File: src/rtl/if_stage_fetch_if.sv
// Bundles the fetch stage's instruction-memory handshake, hazard/branch controls and IF/ID outputs.
// The master modport is the fetch stage; the slave modport is the memory/pipeline environment.
interface if_stage_fetch_if;
  logic        imem_req;
  logic [31:0] imem_addr;
  logic        imem_ack;
  logic [31:0] imem_rdata;
  logic        stall;
  logic        branch_taken;
  logic [31:0] branch_target;
  logic [31:0] IF_ID_instr;
  logic [31:0] IF_ID_pc4;
  logic        IF_ID_valid;

  modport master (
    output imem_req, imem_addr, IF_ID_instr, IF_ID_pc4, IF_ID_valid,
    input  imem_ack, imem_rdata, stall, branch_taken, branch_target
  );

  modport slave (
    input  imem_req, imem_addr, IF_ID_instr, IF_ID_pc4, IF_ID_valid,
    output imem_ack, imem_rdata, stall, branch_taken, branch_target
  );
endinterface

File: src/rtl/if_stage_fetch.sv
// Instruction-fetch stage: owns the PC, fetches over req/ack, fills IF/ID, handles stall and branch flush.
// Optional performance counters are enabled by defining IF_PERF_CNT_EN.
module if_stage_fetch #(
  parameter logic [31:0] RESET_PC  = 32'h0000_0000,
  parameter logic [31:0] NOP_INSTR = 32'hE1A0_0000
) (
  input  logic                    clk,
  input  logic                    rst_n,
  if_stage_fetch_if.master        bus
`ifdef IF_PERF_CNT_EN
  ,
  output logic [31:0]             perf_fetch_cnt,
  output logic [31:0]             perf_bubble_cnt
`endif
);

  typedef enum logic [1:0] {IDLE, REQ, HOLD, DISCARD} state_t;

  state_t      state;
  logic [31:0] pc;
  logic [31:0] pc_inc;
  logic [31:0] target;
  logic [31:0] skid_instr;
  logic [31:0] skid_pc4;

  assign pc_inc = pc + 32'd4;
  assign target = bus.branch_target & 32'hFFFF_FFFC;

  // imem_addr is kept apart from pc: in DISCARD the old request stays on the bus while pc already holds the target.
  always_ff @(posedge clk or negedge rst_n) begin
    if (!rst_n) begin
      state           <= IDLE;
      pc              <= RESET_PC;
      bus.imem_req    <= 1'b0;
      bus.imem_addr   <= RESET_PC;
      bus.IF_ID_instr <= NOP_INSTR;
      bus.IF_ID_pc4   <= 32'd0;
      bus.IF_ID_valid <= 1'b0;
      skid_instr      <= 32'd0;
      skid_pc4        <= 32'd0;
    end else if (bus.branch_taken) begin
      bus.IF_ID_instr <= NOP_INSTR;
      bus.IF_ID_valid <= 1'b0;
      pc              <= target;
      if ((state == REQ || state == DISCARD) && !bus.imem_ack) begin
        state <= DISCARD;
      end else begin
        state         <= REQ;
        bus.imem_req  <= 1'b1;
        bus.imem_addr <= target;
      end
    end else begin
      case (state)
        IDLE: begin
          state         <= REQ;
          bus.imem_req  <= 1'b1;
          bus.imem_addr <= pc;
        end
        REQ: begin
          if (bus.imem_ack && !bus.stall) begin
            bus.IF_ID_instr <= bus.imem_rdata;
            bus.IF_ID_pc4   <= pc_inc;
            bus.IF_ID_valid <= 1'b1;
            pc              <= pc_inc;
            bus.imem_addr   <= pc_inc;
          end else if (bus.imem_ack) begin
            skid_instr   <= bus.imem_rdata;
            skid_pc4     <= pc_inc;
            bus.imem_req <= 1'b0;
            state        <= HOLD;
          end else if (!bus.stall) begin
            bus.IF_ID_instr <= NOP_INSTR;
            bus.IF_ID_valid <= 1'b0;
          end
        end
        HOLD: begin
          if (!bus.stall) begin
            bus.IF_ID_instr <= skid_instr;
            bus.IF_ID_pc4   <= skid_pc4;
            bus.IF_ID_valid <= 1'b1;
            pc              <= pc_inc;
            bus.imem_addr   <= pc_inc;
            bus.imem_req    <= 1'b1;
            state           <= REQ;
          end
        end
        DISCARD: begin
          bus.IF_ID_instr <= NOP_INSTR;
          bus.IF_ID_valid <= 1'b0;
          if (bus.imem_ack) begin
            state         <= REQ;
            bus.imem_addr <= pc;
          end
        end
        default: state <= IDLE;
      endcase
    end
  end

`ifdef IF_PERF_CNT_EN
  logic fetch_evt;
  logic bubble_evt;

  assign fetch_evt  = !bus.branch_taken && !bus.stall &&
                      ((state == REQ && bus.imem_ack) || state == HOLD);
  assign bubble_evt = !bus.stall &&
                      (bus.branch_taken || state == DISCARD || (state == REQ && !bus.imem_ack));

  always_ff @(posedge clk or negedge rst_n) begin
    if (!rst_n) begin
      perf_fetch_cnt  <= 32'd0;
      perf_bubble_cnt <= 32'd0;
    end else begin
      if (fetch_evt)  perf_fetch_cnt  <= perf_fetch_cnt + 32'd1;
      if (bubble_evt) perf_bubble_cnt <= perf_bubble_cnt + 32'd1;
    end
  end
`endif

endmodule

File: src/flat_wrapper.sv
// flat-port wrapper written by rule: the top's interface ports become plain ports
module if_stage_fetch_flat 
#(
  parameter logic [31:0] RESET_PC  = 32'h0000_0000,
  parameter logic [31:0] NOP_INSTR = 32'hE1A0_0000
)
  (clk, rst_n, bus_imem_req, bus_imem_addr, bus_IF_ID_instr, bus_IF_ID_pc4, bus_IF_ID_valid, bus_imem_ack, bus_imem_rdata, bus_stall, bus_branch_taken, bus_branch_target);
  if_stage_fetch_if bus_i ();
  input  logic clk;
  input  logic rst_n;
  output wire logic [$bits(bus_i.imem_req)-1:0] bus_imem_req;
  output wire logic [$bits(bus_i.imem_addr)-1:0] bus_imem_addr;
  output wire logic [$bits(bus_i.IF_ID_instr)-1:0] bus_IF_ID_instr;
  output wire logic [$bits(bus_i.IF_ID_pc4)-1:0] bus_IF_ID_pc4;
  output wire logic [$bits(bus_i.IF_ID_valid)-1:0] bus_IF_ID_valid;
  input wire logic [$bits(bus_i.imem_ack)-1:0] bus_imem_ack;
  input wire logic [$bits(bus_i.imem_rdata)-1:0] bus_imem_rdata;
  input wire logic [$bits(bus_i.stall)-1:0] bus_stall;
  input wire logic [$bits(bus_i.branch_taken)-1:0] bus_branch_taken;
  input wire logic [$bits(bus_i.branch_target)-1:0] bus_branch_target;
  assign bus_imem_req = bus_i.imem_req;
  assign bus_imem_addr = bus_i.imem_addr;
  assign bus_IF_ID_instr = bus_i.IF_ID_instr;
  assign bus_IF_ID_pc4 = bus_i.IF_ID_pc4;
  assign bus_IF_ID_valid = bus_i.IF_ID_valid;
  assign bus_i.imem_ack = bus_imem_ack;
  assign bus_i.imem_rdata = bus_imem_rdata;
  assign bus_i.stall = bus_stall;
  assign bus_i.branch_taken = bus_branch_taken;
  assign bus_i.branch_target = bus_branch_target;
  if_stage_fetch #(.RESET_PC(RESET_PC), .NOP_INSTR(NOP_INSTR)) u_core (.clk(clk), .rst_n(rst_n), .bus(bus_i));
endmodule
File: config.mk
export PLATFORM = sky130hd
export DESIGN_NAME = if_stage_fetch_flat
export DESIGN_NICKNAME = d
export VERILOG_FILES = /design/src/rtl/if_stage_fetch_if.sv /design/src/rtl/if_stage_fetch.sv /design/src/flat_wrapper.sv
export SDC_FILE = /design/constraint.sdc
export NUM_CORES = 1
export LEC_CHECK = 0
export ABC_CLOCK_PERIOD_IN_PS = 5200
export BUFFER_PORTS_ARGS = -buffer_cell sky130_fd_sc_hd__buf_2
export CAP_MARGIN = 10
export CORE_MARGIN = 5
export CORE_UTILIZATION = 60
export DETAILED_ROUTE_END_ITERATION = 7
export PLACE_DENSITY_LB_ADDON = 0.05
export SLEW_MARGIN = 20
export SYNTH_ARGS = -nofsm -noshare
export SYNTH_HDL_FRONTEND = slang
export SYNTH_SLANG_ARGS = --single-unit
File: constraint.sdc
create_clock -name clk -period 5.2 [get_ports clk]
set_clock_uncertainty 0.15 [all_clocks]
set_input_delay 0.52 -clock clk [delete_from_list [all_inputs] [get_ports clk]]
set_output_delay 0.52 -clock clk [all_outputs]
set_load 0.03 [all_outputs]
==> results of run 1 <==
[cells in the mapped netlist, types with 3 or more instances]
| library cell | number |
|---|---|
| nand3_1 | 24 |
| buf_4 | 6 |
| and3_1 | 22 |
| xnor2_1 | 40 |
| nor3_1 | 18 |
| dfrtp_1 | 183 |
| mux2_2 | 20 |
| o221ai_1 | 7 |
| and2_1 | 7 |
| nor4_1 | 8 |
| nand4_1 | 22 |
| a31oi_1 | 12 |
| inv_1 | 12 |
| nand3_2 | 4 |
| dfstp_2 | 6 |
| a21oi_1 | 37 |
| xor2_1 | 34 |
| o21ai_1 | 25 |
| mux2i_1 | 11 |
| ha_1 | 5 |
| nor2b_1 | 3 |
| or3_1 | 18 |
| o311ai_1 | 3 |
| nor3_2 | 3 |
| and4_1 | 6 |
| nor4_2 | 5 |
| a22oi_1 | 26 |
| buf_1 | 4 |
| o31a_1 | 3 |
| o21ai_0 | 65 |
| buf_2 | 32 |
| nand2_2 | 3 |
| nand3b_1 | 3 |
| clkbuf_1 | 48 |
| nand2_1 | 228 |
| o31ai_1 | 32 |
| nor2_1 | 43 |
[sequential cells by signal, summed over array words and instances (netlist names)]
signal and cells:
u_core.bus.IF_ID_instr 32, u_core.bus.IF_ID_pc4 30, u_core.bus.IF_ID_valid 1, u_core.bus.imem_addr 31, u_core.bus.imem_req 1, u_core.pc 30
u_core.skid_instr 32, u_core.skid_pc4 30, u_core.state 2
[worst reg2reg max path, stage by stage (launching register included)]
cell	delay, ns
dfrtp_1	0.44
inv_1	0.10
ha_1	0.36
mux2_4	0.24
and3_1	0.71
nand2_1	0.54
a211oi_1	0.38
nor3_1	0.09
[per-layer routing]
layer  GRT usage  vias to the layer above  part of all wire
met5           0                        -           0.00051
met4      0.0900                        2             0.024
met3      0.0655                       44             0.072
met2       0.397                      290              0.45
met1       0.381                     3855              0.45
li1            -                     3913                 -
[power by group]
group          switching [W]  internal, W
combinational       0.000879     0.000407
clock               0.000593     0.000737
sequential          0.000234      0.00182
total                0.00171      0.00296
[per-stage QoR]
stage                     cells  worst slack [ns]  hold slack, ns
after floorplan            1068              3.00          0.0744
after detailed placement   1363              2.11           0.307
after global routing       1395              1.85           0.138
after global placement     1363              2.12           0.296
after CTS                  1395              2.07           0.124
final                      1395              2.06          0.0424
[kinds of logic after synthesis]
| family | Yosys count | synth area share |
|---|---|---|
| buf+inv | 106 | 0.0485 |
| flops | 189 | 0.482 |
| mux | 33 | 0.0368 |
| other cells | 1 | 0.000381 |
| simple gates | 431 | 0.216 |
| fa+ha+maj | 5 | 0.00636 |
| xor+xnor | 74 | 0.0659 |
| compound gates | 228 | 0.144 |
[layout make-up]
type | count | area (um2) | share of cell area
clock buffers | 20 | 447 | 0.0398
clock inverters | 12 | 153 | 0.0136
inverters | 13 | 48.8 | 0.00435
multi-input cells | 773 | 4660 | 0.415
flip-flops and latches | 189 | 4740 | 0.422
well taps | 216 | 270 | 0.0241
repair buffers | 172 | 908 | 0.0809
[worst paths after layout]
| path | from | to | slack, ns | depth (start not counted) |
|---|---|---|---|---|
| max in group asynchronous | rst_n | u_core.bus.imem_addr[22] | 3.95 | 2 |
| hold reg to reg | u_core.bus.IF_ID_pc4[10] | u_core.bus.IF_ID_pc4[10] | 0.32 | 2 |
| min in group clk | bus_imem_rdata[6] | u_core.skid_instr[6] | 0.14 | 3 |
| setup reg to reg | u_core.state[1] | u_core.bus.IF_ID_pc4[21] | 2.06 | 7 |
| hold / removal | rst_n | u_core.bus.IF_ID_pc4[4] | 0.04 | 1 |
| setup / recovery | u_core.state[1] | u_core.bus.IF_ID_pc4[21] | 2.06 | 7 |
==> results.sh, run 1 <==
export IMPL_grt_overflow_total=0
export IMPL_first_pass_iters=5
export IMPL_area_growth_pct=14.1
export IMPL_antenna_found_initial=1
export IMPL_antenna_left=0
export IMPL_ir_worst_vdd_uv=280
export IMPL_io_buffers=162
export IMPL_max_slew_margin_rel=0.274
export IMPL_leakagePower_nw=5.06
export IMPL_start_kind="flip-flop"
export IMPL_cp_end_kind="flip-flop"
export IMPL_core_area_um2=16000
export IMPL_fin_crit_ns=3.14
export IMPL_arrival_ns=3.29
export IMPL_syn_cell_area_um2=9840
export IMPL_final_area_um2=11200
export IMPL_drv_slew=0
export IMPL_drive_above_1_share=0.222
export IMPL_dieArea_um2=19100
export IMPL_clkSinkCount=189
export IMPL_finish_utilization=0.702
export IMPL_initial_core_util=0.615
export IMPL_hpwl_mm=16.9
export IMPL_finalSetupTns_ns=0
export IMPL_insertion_delay_ns=0.43
export IMPL_cts_buffers=17
export IMPL_synthArstFlopShare=1.00
export IMPL_cp_max_fo=25
export IMPL_synth_flop_cell="dfrtp_1"
export IMPL_worstPathBufferInverterCount=1
export IMPL_cts_clk_slew_worst_paths_ns=0.07
export IMPL_hold_class="in -> async"
export IMPL_power_density_nw_per_um2=416
export IMPL_antenna_cells=0
export IMPL_fmax_ghz=0.319
export IMPL_cts_resized=0
export IMPL_grt_pass1_wl_mm=41.8
export IMPL_dpl_cell_area_um2=10600
export IMPL_setup_viol=0
export IMPL_cap_viol_max_count=0
export IMPL_finalCritPeriodShare=0.603
export IMPL_num_rows=46
export IMPL_cts_root_buffer="clkbuf_16"
export IMPL_gp_congestion=0.882
export IMPL_power_w=0.00467
export IMPL_fillers=1308
export IMPL_routedWlPerCell_um=18.2
export IMPL_cpPeakStageDelay_ns=0.71
export IMPL_crit_path_cell_trace="inv_1, ha_1, mux2_4, and3_1, nand2_1, a211oi_1, nor3_1"
export IMPL_synth_avg_cell_area_um2=9.22
export IMPL_hold_viol_final=0
export IMPL_clock_path_buffers=2
export IMPL_viasPerCell=5.81
export IMPL_routed_wl_mm=25.4
export IMPL_grt_setup_unrepaired="false"
export IMPL_post_synth_inst_count=1067
export IMPL_worst_pin_slew_ns=1.09
export IMPL_layout_common_cells="nand2_1, dfrtp_1, buf_2, o21ai_0, nor2_1"
export IMPL_die_height_um=138
export IMPL_cp_top_family="simple AND/OR/NAND/NOR gates"
export IMPL_htree_levels=4
export IMPL_status="completed"
export IMPL_final_common_cell="nand2_1"
export IMPL_ys_types=66
export IMPL_cpMaxStageDelayCell="and3_1"
export IMPL_fin_nets=1240
export IMPL_synth_seq_cells=189
export IMPL_synthTopCellsByArea="dfrtp_1, nand2_1, xnor2_1"
export IMPL_dieWidth_um=138
export IMPL_track_usage=0.266
export IMPL_yosys_area_top_type_share=0.466
export IMPL_yosys_area_top_type="dfrtp_1"
export IMPL_cts_tree="yes"
export IMPL_yosys_warnings=0
export IMPL_required_ns=5.36
export IMPL_cts_hold_repair_buffers=0
export IMPL_grt_pass1_vias=7807
export IMPL_cts_setup_buffers=0
export IMPL_yosysSeqAreaShare=0.482
export IMPL_grt_max_degree=129
export IMPL_post_route_drc_count=0
export IMPL_dr_first_iter_drc_count=765
export IMPL_crit_type="reg -> reg"
export IMPL_synth_edf_count=0
export IMPL_io_pins=167
export IMPL_vias=8104
Power figures use the tool's default switching activity.
==> inputs of run 2 (changes only) <==
ABC_AREA = 1   (was default)
ABC_CLOCK_PERIOD_IN_PS = 2700   (was 5200)
CORE_UTILIZATION = 51   (was 60)
clock period = 2.7 ns   (was 5.2 ns; I/O delays follow)
==> run 2 against run 1 <==
Against the previous run:
- cell count up 15%
- maximum frequency up 34%
- non-clock buffer count up 76
- critical endpoint is now u_core.skid_pc4[19]
- via count up 5.7%
- critical path type unchanged
- critical path depth up 1
- largest power group is now combinational cells
- worst hold slack better by 0.084 ns
- design area up 3.7%
- flip-flop and latch count unchanged
- wire length up 5.8%
==> results.sh, run 2 <==
export IMPL_yosysMostFrequentCell="nand2_1"
export IMPL_core_area_um2=18000
export IMPL_cp_max_fo=55
export IMPL_num_rows=49
export IMPL_synth_commonest_cells="nand2_1, dfrtp_1, nor2_1"
export IMPL_layout_common_cells="nand2_1, dfrtp_1, buf_2, nor2_1, a21oi_1"
export IMPL_finalCritPeriodShare=0.867
export IMPL_fmax_ghz=0.427
export IMPL_leakagePower_nw=5.48
export IMPL_seq_area_um2=4740
export IMPL_post_synth_inst_count=1162
export IMPL_dr_first_iter_drc_count=579
export IMPL_drive_above_1_share=0.188
export IMPL_antenna_cells=0
export IMPL_hold_viol_final=0
export IMPL_yosysSeqAreaShare=0.505
export IMPL_grt_pass1_wl_mm=44.9
export IMPL_drv_slew=0
export IMPL_dpl_cell_area_um2=10400
export IMPL_finish_utilization=0.646
export IMPL_area_growth_pct=24.1
export IMPL_antenna_left=0
export IMPL_max_slew_margin_rel=0.366
export IMPL_syn_cell_area_um2=9380
export IMPL_start_kind="flip-flop"
export IMPL_grt_max_degree=75
export IMPL_arrival_ns=2.46
export IMPL_io_buffers=162
export IMPL_fillers=1566
export IMPL_routedWlPerCell_um=16.7
export IMPL_worst_pin_slew_ns=0.949
export IMPL_first_pass_iters=5
export IMPL_clock_path_buffers=2
export IMPL_viasPerCell=5.33
export IMPL_track_usage=0.257
export IMPL_crit_type="reg -> reg"
export IMPL_cp_top_family="buffers and inverters"
export IMPL_insertion_delay_ns=0.44
export IMPL_cts_root_buffer="clkbuf_16"
export IMPL_ir_worst_vdd_uv=585
export IMPL_io_pins=167
export IMPL_clkSinkCount=189
export IMPL_htree_levels=4
export IMPL_initial_core_util=0.520
export IMPL_cpPeakStageDelay_ns=0.68
export IMPL_grt_setup_unrepaired="false"
export IMPL_cp_end_kind="flip-flop"
export IMPL_cap_viol_max_count=0
export IMPL_synth_avg_cell_area_um2=8.07
export IMPL_top_regs="u_core.bus.IF_ID_instr (32), u_core.skid_instr (32), u_core.bus.imem_addr (31)"
export IMPL_cts_clk_slew_worst_paths_ns=0.07
export IMPL_antenna_found_initial=0
export IMPL_yosys_area_top_type_share=0.488
export IMPL_yosys_area_top_type="dfrtp_1"
export IMPL_worstPathBufferInverterCount=4
export IMPL_setup_viol=0
export IMPL_crit_path_cell_trace="inv_1, ha_1, inv_1, nor2_2, inv_2, nor2_4, inv_2, o21ai_0"
export IMPL_die_height_um=146
export IMPL_cts_buffers=17
export IMPL_cts_tree="yes"
export IMPL_synth_seq_cells=189
export IMPL_post_route_drc_count=0
export IMPL_yosys_warnings=0
export IMPL_power_density_nw_per_um2=1200
export IMPL_grt_pass1_vias=8351
export IMPL_vias=8565
export IMPL_cts_setup_buffers=0
export IMPL_required_ns=2.82
export IMPL_fin_nets=1439
export IMPL_final_common_cell="nand2_1"
export IMPL_finalSetupTns_ns=0
export IMPL_gp_congestion=0.956
export IMPL_status="completed"
export IMPL_ys_types=38
export IMPL_hold_class="in -> async"
export IMPL_fin_crit_ns=2.34
export IMPL_routed_wl_mm=26.8
export IMPL_grt_overflow_total=0
export IMPL_hpwl_mm=18.3
export IMPL_dieArea_um2=21200
export IMPL_synth_edf_count=0
export IMPL_cpMaxStageDelayCell="inv_2"
export IMPL_dieWidth_um=146
export IMPL_synthArstFlopShare=1.00
export IMPL_final_area_um2=11600
export IMPL_multiInputGateArea_um2=4050
export IMPL_synthTopCellsByArea="dfrtp_1, nand2_1, a21oi_1"
export IMPL_synth_flop_cell="dfrtp_1"
-- run 2: logic make-up after synthesis --
| kind of cell | synth area share |
|---|---|
| other | 0.000400 |
| adder cells (fa/ha/maj) | 0.00667 |
| XOR/XNOR | 0.00654 |
| AO/OA/AOI/OAI | 0.196 |
| AND/OR/NAND/NOR | 0.220 |
| buffers and inverters | 0.0650 |
| flip-flops | 0.505 |
-- run 2: cell type report --
class,count,share of cell area
multi-input combinational,827,0.348
inverter,82,0.0264
tap,229,0.0246
timing repair buffer,248,0.145
clock buffer,17,0.0365
sequential,189,0.407
clock inverter,15,0.0129
-- run 2: final timing paths --
check	slack [ns]	start	depth (start not counted)	endpoint
worst max-delay path	0.36	u_core.state[1]	8	u_core.skid_pc4[19]
worst min-delay path	0.13	rst_n	2	u_core.skid_instr[30]
worst max register to register	0.36	u_core.state[1]	8	u_core.skid_pc4[19]
worst min register to register	0.32	u_core.skid_instr[31]	2	u_core.skid_instr[31]
max in group asynchronous	1.50	rst_n	3	u_core.pc[13]
min in group clk	0.14	bus_stall	4	u_core.bus.IF_ID_valid
-- run 2: through the flow --
stage	hold slack [ns]	worst slack (ns)	power [W]	std cells
6_report	0.127	0.358	0.0140	1607
5_1_grt	0.142	0.129	0.0150	1607
4_1_cts	0.124	0.371	0.0140	1607
3_5_place_dp	0.0294	0.388	0.0114	1512
3_3_place_gp	0.0238	0.454	0.0113	1512
2_1_floorplan	-0.176	0.671	0.00941	1163
-- run 2: repair_timing --
action	in CTS	in global routing
endpoints found under the hold margin	251	0
hold buffers	63	0
gates resized for setup	0	0
endpoints found under the setup margin	0	0
-- run 2: report_power, final --
group          total [W]  internal, W  switching [W]
combinational    0.00661      0.00206        0.00455
sequential       0.00491      0.00411       0.000798
clock            0.00246      0.00123        0.00123
total             0.0140      0.00740        0.00658
-- run 2: layer usage --
layer  vias to the layer above  track usage  part of all wire
met1                      3975        0.387              0.48
met3                        25       0.0520             0.063
met4                         0       0.0616             0.011
met5                         -            0                 0
met2                       304        0.382              0.45
li1                       4261            -                 -
==> inputs of run 3 (changes only) <==
ABC_CLOCK_PERIOD_IN_PS = 2390   (was 2700)
CORE_UTILIZATION = 56   (was 51)
SLEW_MARGIN = default   (was 20)
clock period = 2.39 ns   (was 2.7 ns; I/O delays follow)
==> run 3 against run 2 <==
Against the previous run:
- combinational power rose by 17%
- count of clock-buffer cells in the layout stayed put
- sequential share of layout area is 0.48 points lower
- worst setup slack lost 0.20 ns
- global-route usage grew 1.8 points
- first-iteration DRC count up 37%
- core utilization grew 6.7 points
- wire length is 0.63% higher
- critical endpoint is now u_core.bus.imem_addr[7]
==> results.sh, run 3 (synthesis results as in run 2) <==
export IMPL_antenna_found_initial=0
export IMPL_drive_above_1_share=0.194
export IMPL_gp_congestion=1.00
export IMPL_vias=8881
export IMPL_routedWlPerCell_um=16.8
export IMPL_layout_common_cells="nand2_1, dfrtp_1, buf_2, nor2_1, a21oi_1"
export IMPL_grt_pass1_wl_mm=43.6
export IMPL_io_buffers=162
export IMPL_grt_pass1_vias=8293
export IMPL_fin_crit_ns=2.23
export IMPL_num_rows=47
export IMPL_finalCritPeriodShare=0.935
export IMPL_power_density_nw_per_um2=1360
export IMPL_cts_clk_slew_worst_paths_ns=0.08
export IMPL_io_pins=167
export IMPL_crit_type="reg -> reg"
export IMPL_cts_buffers=17
export IMPL_whs_ns=0.112
export IMPL_fin_nets=1448
export IMPL_cp_max_fo=37
export IMPL_die_height_um=139
export IMPL_arrival_ns=2.44
export IMPL_clkSinkCount=189
export IMPL_cts_tree="yes"
export IMPL_hold_viol_final=0
export IMPL_max_slew_margin_rel=0.554
export IMPL_hpwl_mm=18.3
export IMPL_routed_wl_mm=27.0
export IMPL_clock_path_buffers=2
export IMPL_grt_max_degree=80
export IMPL_antenna_cells=0
export IMPL_dr_first_iter_drc_count=793
export IMPL_dieArea_um2=19400
export IMPL_antenna_left=0
export IMPL_initial_core_util=0.568
export IMPL_grt_setup_unrepaired="false"
export IMPL_dieWidth_um=139
export IMPL_leakagePower_nw=5.55
export IMPL_grt_overflow_total=0
export IMPL_setup_viol=0
export IMPL_drv_slew=0
export IMPL_cts_root_buffer="clkbuf_16"
export IMPL_fmax_ghz=0.448
export IMPL_final_common_cell="nand2_1"
export IMPL_seq_area_um2=4740
export IMPL_area_growth_pct=25.6
export IMPL_track_usage=0.275
export IMPL_viasPerCell=5.53
export IMPL_cp_end_kind="flip-flop"
export IMPL_top_regs="u_core.bus.IF_ID_instr (32), u_core.skid_instr (32), u_core.bus.imem_addr (31)"
export IMPL_finalSetupTns_ns=0
export IMPL_insertion_delay_ns=0.44
export IMPL_fillers=1314
export IMPL_core_area_um2=16500
export IMPL_post_route_drc_count=0
export IMPL_htree_levels=4
export IMPL_start_kind="flip-flop"
export IMPL_cap_viol_max_count=0
export IMPL_multiInputGateArea_um2=4080
export IMPL_worst_pin_slew_ns=0.666
export IMPL_ir_worst_vdd_uv=744
export IMPL_first_pass_iters=7
export IMPL_status="completed"
export IMPL_hold_class="in -> reg"
export IMPL_required_ns=2.59
## run 3: layout make-up
type | instances | share of cell area
well taps | 220 | 0.0234
clock buffers | 17 | 0.0361
clock inverters | 15 | 0.0131
inverters | 82 | 0.0263
multi-input cells | 828 | 0.346
flip-flops and latches | 189 | 0.402
repair buffers | 256 | 0.153
## run 3: what timing repair did
item	CTS	global route
endpoints found under the setup margin	0	48
hold buffers	63	0
endpoints found under the hold margin	168	0
setup buffers	0	0
gates resized for setup	0	7
## run 3: worst max-delay path, cell delays in order, from the launching register on
cell and delay [ns]:
dfrtp_1 0.38, buf_4 0.15, ha_1 0.34, o211ai_1 0.40, nand2_1 0.16, nor2_4 0.13
buf_12 0.20, nor2_1 0.06, a31oi_1 0.16
## run 3: final timing paths
check | from | end | slack [ns] | depth (start not counted)
min in group asynchronous | rst_n | u_core.skid_instr[31] | 0.19 | 2
setup reg to reg | u_core.state[0] | u_core.bus.imem_addr[7] | 0.16 | 8
hold reg to reg | u_core.skid_instr[14] | u_core.skid_instr[14] | 0.33 | 2
setup / recovery | u_core.state[0] | u_core.bus.imem_addr[7] | 0.16 | 8
max in group asynchronous | rst_n | u_core.bus.IF_ID_instr[11] | 1.13 | 3
hold / removal | bus_stall | u_core.bus.IF_ID_valid | 0.11 | 4
## run 3: power breakdown
group	switching (W)	internal (W)
Clock	0.00134	0.00147
Combinational	0.00524	0.00247
Sequential	0.000894	0.00464
## run 3: metal layers
layer	global-route usage	wire [um]
met5	0	0
met4	0.0711	573
met3	0.0443	2220
met2	0.411	12100
met1	0.421	12200
## run 3: stage by stage
step	power [W]	setup slack (ns)	cell area [um2]	instances	util
5_1_grt	0.0172	0.00116	11800	1607	0.713
4_1_cts	0.0160	0.0585	11700	1606	0.711
3_5_place_dp	0.0131	0.0896	10500	1511	0.637
6_report	0.0161	0.155	11800	1607	0.713
2_1_floorplan	0.0106	0.361	9380	1163	-
3_3_place_gp	0.0129	0.164	10500	1511	0.637
